<file path="src/rtl/sps_transmitter_pkg.sv">
// -----------------------------------------------------------------------------
// sps_transmitter_pkg
// Shared SPS definitions used by both ends of the serial link.
//   - default frame geometry (frame width, payload width, oversample ratio)
//   - line levels for start bit, stop bit and idle (mark)
//   - FSM state encoding for the serial engines
//   - counter width helper for the oversample counters
// -----------------------------------------------------------------------------
package sps_transmitter_pkg;

  localparam int FRAME_WIDTH_DEF = 10;
  localparam int DATA_WIDTH_DEF  = 8;
  localparam int OVERSAMPLE_DEF  = 16;

  localparam logic START_BIT  = 1'b0;
  localparam logic STOP_BIT   = 1'b1;
  localparam logic IDLE_LEVEL = 1'b1;

  typedef enum logic {
    IDLE = 1'b0,
    SEND = 1'b1
  } sps_state_e;

  // Width of a counter that spans 0..n-1; never narrower than one bit so a
  // degenerate OVERSAMPLE=1 still elaborates.
  function automatic int count_width(input int n);
    return (n > 1) ? $clog2(n) : 1;
  endfunction

endpackage

</file>
<file path="src/rtl/sps_transmitter_tx_bit_timer.sv">
// -----------------------------------------------------------------------------
// tx_bit_timer
// Oversample counter for the transmitter: counts 0..OVERSAMPLE-1 while
// enabled and flags the last clock of each bit period.
// Ports:
//   clk     in   rising-edge clock (16x data rate)
//   rst     in   asynchronous active-high reset
//   i_en    in   count enable (frame in flight)
//   i_clr   in   synchronous clear to 0 (has priority over i_en)
//   o_tick  out  high in the cycle where the count is OVERSAMPLE-1 and i_en=1
// -----------------------------------------------------------------------------
module tx_bit_timer
  import sps_transmitter_pkg::*;
#(
  parameter int OVERSAMPLE = OVERSAMPLE_DEF
) (
  input  logic clk,
  input  logic rst,
  input  logic i_en,
  input  logic i_clr,
  output logic o_tick
);

  localparam int             CW        = count_width(OVERSAMPLE);
  localparam logic [CW-1:0]  COUNT_MAX = CW'(OVERSAMPLE - 1);

  logic [CW-1:0] r_count;
  logic          w_at_max;

  assign w_at_max = (r_count == COUNT_MAX);

  always_ff @(posedge clk or posedge rst) begin
    if (rst) begin
      r_count <= '0;
    end else if (i_clr) begin
      r_count <= '0;
    end else if (i_en) begin
      // Wrap explicitly so non-power-of-two ratios behave the same way.
      r_count <= w_at_max ? '0 : r_count + CW'(1);
    end
  end

  // Gated by the enable so an idle transmitter never reports a tick.
  assign o_tick = i_en & w_at_max;

endmodule

</file>
<file path="src/rtl/sps_transmitter.sv">
// -----------------------------------------------------------------------------
// sps_transmitter
// Serial transmit end of the SPS link. Accepts one word on load (when not
// busy) and shifts out start bit, DATA_WIDTH data bits LSB first, stop bit,
// each held for OVERSAMPLE clocks.
// Ports:
//   clk            in   16x data-rate clock, rising edge
//   rst            in   asynchronous active-high reset
//   data_in        in   word to send, sampled only on an accepted load
//   load           in   send request, accepted only while busy=0
//   tx             out  serial line, idles high
//   busy           out  frame in flight
//   bit_tick       out  one-cycle pulse on the last clock of each bit
//   frameProgress  out  index of the bit currently on tx, 0 when idle
//   endFrame       out  one-cycle pulse on the edge that completes a frame
// -----------------------------------------------------------------------------
module sps_transmitter
  import sps_transmitter_pkg::*;
#(
  parameter int FRAME_WIDTH = FRAME_WIDTH_DEF,
  parameter int DATA_WIDTH  = DATA_WIDTH_DEF,
  parameter int OVERSAMPLE  = OVERSAMPLE_DEF
) (
  input  logic                  clk,
  input  logic                  rst,
  input  logic [DATA_WIDTH-1:0] data_in,
  input  logic                  load,
  output logic                  tx,
  output logic                  busy,
  output logic                  bit_tick,
  output logic [3:0]            frameProgress,
  output logic                  endFrame
);

  if (FRAME_WIDTH != DATA_WIDTH + 2) begin : g_bad_frame_width
    $error("sps_transmitter: FRAME_WIDTH must equal DATA_WIDTH+2");
  end
  if (FRAME_WIDTH > 15) begin : g_bad_frame_len
    $error("sps_transmitter: FRAME_WIDTH must fit a 4-bit bit index");
  end

  localparam logic [3:0] LAST_BIT = 4'(FRAME_WIDTH - 1);

  // Registered state
  sps_state_e             r_state;
  logic [FRAME_WIDTH-1:0] r_shift;
  logic                   r_tx;
  logic                   r_busy;
  logic [3:0]             r_progress;
  logic                   r_end;

  // Next-state values
  sps_state_e             w_state_next;
  logic [FRAME_WIDTH-1:0] w_shift_next;
  logic                   w_tx_next;
  logic                   w_busy_next;
  logic [3:0]             w_progress_next;
  logic                   w_end_next;

  // Timer control
  logic w_tmr_en;
  logic w_tmr_clr;
  logic w_tick;

  tx_bit_timer #(
    .OVERSAMPLE (OVERSAMPLE)
  ) u_bit_timer (
    .clk    (clk),
    .rst    (rst),
    .i_en   (w_tmr_en),
    .i_clr  (w_tmr_clr),
    .o_tick (w_tick)
  );

  always_ff @(posedge clk or posedge rst) begin
    if (rst) begin
      r_state    <= IDLE;
      r_shift    <= '0;
      r_tx       <= IDLE_LEVEL;
      r_busy     <= 1'b0;
      r_progress <= 4'd0;
      r_end      <= 1'b0;
    end else begin
      r_state    <= w_state_next;
      r_shift    <= w_shift_next;
      r_tx       <= w_tx_next;
      r_busy     <= w_busy_next;
      r_progress <= w_progress_next;
      r_end      <= w_end_next;
    end
  end

  always_comb begin
    w_state_next    = r_state;
    w_shift_next    = r_shift;
    w_tx_next       = r_tx;
    w_busy_next     = r_busy;
    w_progress_next = r_progress;
    w_end_next      = 1'b0;
    w_tmr_en        = 1'b0;
    w_tmr_clr       = 1'b0;

    case (r_state)
      IDLE: begin
        // Hold the timer at zero so the first bit gets a full period.
        w_tmr_clr = 1'b1;
        if (load) begin
          w_state_next    = SEND;
          w_shift_next    = {STOP_BIT, data_in, START_BIT};
          w_tx_next       = START_BIT;
          w_busy_next     = 1'b1;
          w_progress_next = 4'd0;
        end
      end

      SEND: begin
        w_tmr_en = 1'b1;
        if (w_tick) begin
          if (r_progress == LAST_BIT) begin
            // Stop bit finished: back to mark. load is not looked at on this
            // edge, which is what guarantees the 1-clock idle gap.
            w_state_next    = IDLE;
            w_tx_next       = IDLE_LEVEL;
            w_busy_next     = 1'b0;
            w_progress_next = 4'd0;
            w_end_next      = 1'b1;
          end else begin
            // tx is registered, so it takes the bit that becomes the new LSB.
            w_shift_next    = {IDLE_LEVEL, r_shift[FRAME_WIDTH-1:1]};
            w_tx_next       = r_shift[1];
            w_progress_next = r_progress + 4'd1;
          end
        end
      end

      default: begin
        w_state_next = IDLE;
      end
    endcase
  end

  // The register LSB is only the start bit, which r_tx already carries.
  logic w_unused;
  assign w_unused = r_shift[0];

  assign tx            = r_tx;
  assign busy          = r_busy;
  assign bit_tick      = w_tick;
  assign frameProgress = r_progress;
  assign endFrame      = r_end;

endmodule

</file>
<file path="config.mk">
export PLATFORM = sky130hd
export DESIGN_NAME = sps_transmitter
export DESIGN_NICKNAME = d
export VERILOG_FILES = /design/src/rtl/sps_transmitter_pkg.sv /design/src/rtl/sps_transmitter_tx_bit_timer.sv /design/src/rtl/sps_transmitter.sv
export SDC_FILE = /design/constraint.sdc
export NUM_CORES = 1
export LEC_CHECK = 0
export CAP_MARGIN = 20
export CORE_MARGIN = 2
export CORE_UTILIZATION = 45
export CTS_CLUSTER_SIZE = 8
export DETAILED_ROUTE_END_ITERATION = 16
export PLACE_DENSITY = 0.73
export SYNTH_ARGS = -nofsm -noshare
export SYNTH_HDL_FRONTEND = slang
export SYNTH_SLANG_ARGS = --single-unit
</file>
<file path="constraint.sdc">
create_clock -name clk -period 1.6 [get_ports clk]
set_input_delay 0.32 -clock clk [delete_from_list [all_inputs] [get_ports clk]]
set_output_delay 0.32 -clock clk [all_outputs]
set_load 0.02 [all_outputs]
</file>
==> results.cfg <==
[outcome]
status = completed

[setup_path]
worstPathArrival_ns = 1.78
critical_path.max_fanout = 5
criticalPathCategory = reg -> reg
worstSetupEndpointType = flip-flop
cp.required_ns = 1.79
cp-start-kind = flip-flop

[clock_network]
root_buffer = clkbuf_4
cts.hold.buffers_added = 0
cts_tree = built
clock_path_buffers = 2
clkSinkCount = 21
cts.clk_slew.worst_paths_ns = 0.13
htree_num_levels = 1
cts_buffers = 3
clkLatencyLatePin_ns = 0.30

[placement]
dp_cells = 139
dpl_cell_area_um2 = 1320
gp_congestion = 0.830
io_buffers = 18
post-place-ws_ns = -0.0922
dp_hpwl_um = 1480

[global_routing]
grtUsageMet1_pct = 22.5
first_global_vias = 801
grt_use_met2_pct = 32.5
overflow = 0
grt_busiest_layer = met2
grt_max_degree = 22
grtUsageTotal_pct = 18.5
met3_usage_pct = 2.59
antenna_found_initial = 0
grt_first_pass_wirelength_um = 3610

[detailed_routing]
dr_total_vias = 764
wirelength_um = 2070
routedWlPerCell_um = 14.1
drtAntennaViolNets = 0
dr.pass1.iters = 4
vias_per_cell = 5.20
drt-initial-drc-count = 12
drc = 0

[power]
total_power_mw = 2.04
ir_drop_uv = 955
pwr_density_cell_nw_per_um2 = 1440
power.leakage_nw = 0.624

[floorplanning]
die_y_um = 51.7
io_pins = 19
initial_core_util_pct = 46.7
die_area_um2 = 2670
core-area_um2 = 2190
dieWidth_um = 51.7
rows = 17

[final_layout]
drive_above_1_share_pct = 38.7
layout_common_cells = dfrtp_1, buf_4, mux2_2, clkdlybuf4s50_1, nor2_1
design_area_um2 = 1410
layout_commonest_cell = dfrtp_1
n_antenna_cell = 0
syn_to_final_growth_pct = 38.1
fin_nets = 134
instances_no_fill = 147
fin_util_pct = 64.5

[timing]
slew_violations = 0
finalSetupViolCount = 0
rsz0062_at_grt = true
setup_ws_ns = 0.0132
max-slew-margin-rel_pct = 76.1
fin_crit_ns = 1.59
fin_crit_sh_pct = 99.2
worstMarginPinSlew_ns = 0.359
worst_clock_skew_ns = 0.0129
setup_tns_ns = 0
finalHoldViolCount = 0
timing.hold.ws_ns = 0.322
fmax_mhz = 630

[logic_synthesis]
syn_area_um2 = 1020
seq_area_frac_synth_pct = 51.5
synth_nets = 96
ys_seq_elements = 21
synthCells = 82
yosysWarnings = 0
synth.distinct_cells = 27
avgSynthCellArea_um2 = 12.5

[job]
drv_cap = 0

[hold_path]
hp-class = in -> async
==> synthesized netlist by cell type <==
library cell / n / share of area, %
a21o_1: 1 / 0.73
a21oi_1: 3 / 1.5
a22oi_1: 1 / 0.73
a32o_1: 1 / 0.98
and2_1: 1 / 0.61
and3b_1: 1 / 0.86
buf_4: 1 / 0.73
buf_6: 1 / 1.1
dfrtp_1: 20 / 49
dfstp_2: 1 / 2.6
ha_1: 3 / 3.7
inv_1: 6 / 2.2
mux2_2: 16 / 18
nand2b_1: 1 / 0.61
nand3_1: 3 / 1.5
nand3b_1: 2 / 1.5
nand4_4: 1 / 2.1
nand4b_1: 2 / 1.7
nor2_1: 7 / 2.6
nor4_1: 1 / 0.61
o211ai_1: 1 / 0.73
o21ai_0: 2 / 0.98
o21ai_4: 1 / 1.6
o22a_1: 1 / 0.86
o2bb2ai_1: 2 / 1.7
or2_2: 1 / 0.61
xnor2_1: 1 / 0.86
==> cell type report <==
class / count / area, um^2
clock buffers: 4 / 26.3
repair buffers: 34 / 294
inverters: 6 / 22.5
flip-flops and latches: 21 / 529
multi-input cells: 54 / 507
fillers: 191 / 777
well taps: 28 / 35.0
==> worst paths after layout <==
kind / start / endpoint / slack, ns / depth (start not counted)
max: frameProgress[0]$_DFFE_PP0P_ / r_shift[3]$_DFFE_PP0P_ / 0.01 / 4
max reg2reg: frameProgress[0]$_DFFE_PP0P_ / r_shift[3]$_DFFE_PP0P_ / 0.01 / 4
max in group asynchronous: rst / tx$_DFFE_PP1P_ / 1.01 / 3
min: rst / u_bit_timer.r_count[3]$_DFF_PP0_ / 0.32 / 3
min in group clk: r_shift[9]$_DFFE_PP0P_ / r_shift[9]$_DFFE_PP0P_ / 0.48 / 1
min reg2reg: r_shift[9]$_DFFE_PP0P_ / r_shift[9]$_DFFE_PP0P_ / 0.48 / 1
==> worst max-delay path: stages, from the launching register on <==
cell	delay (ns)
dfrtp_2	0.44
ha_4	0.16
and3b_2	0.24
o21ai_4	0.29
mux2_4	0.33
==> cell families after synthesis <==
| family | after synthesis | synth area share (%) |
|---|---|---|
| and+or+nand+nor | 20 | 12.6 |
| DFF | 21 | 51.5 |
| buffers and inverters | 8 | 4.03 |
| adders and majority gates | 3 | 3.67 |
| AOI/OAI and AO/OA | 13 | 9.78 |
| muxes | 16 | 17.6 |
| xor gates and xnor gates | 1 | 0.856 |
==> power breakdown <==
group          total (mW)  leakage, nW  switching [mW]  internal [mW]
combinational       0.908        0.375           0.379          0.529
sequential          0.873        0.234           0.133          0.740
clock               0.258       0.0150           0.161         0.0970
total                2.04        0.624           0.674           1.37
==> layer usage <==
metal	wire, um	up-vias
met2	1090	14
met5	0	-
met3	44	6
met1	888	374
li1	-	370
met4	51	0
==> registers in the layout, indices dropped and copies added (netlist names) <==
signal,cells
busy,1
u_bit_timer.r_count,4
endFrame,1
r_state,1
tx,1
frameProgress,4
r_shift,9
==> repair_timing <==
action / CTS / global route
endpoints found under the setup margin: 15 / 9
resized for setup: 11 / 11
pin swaps: 1 / 2
setup buffers: 1 / 2
cloned: 1 / 0
(Power assumes the default switching activity.)
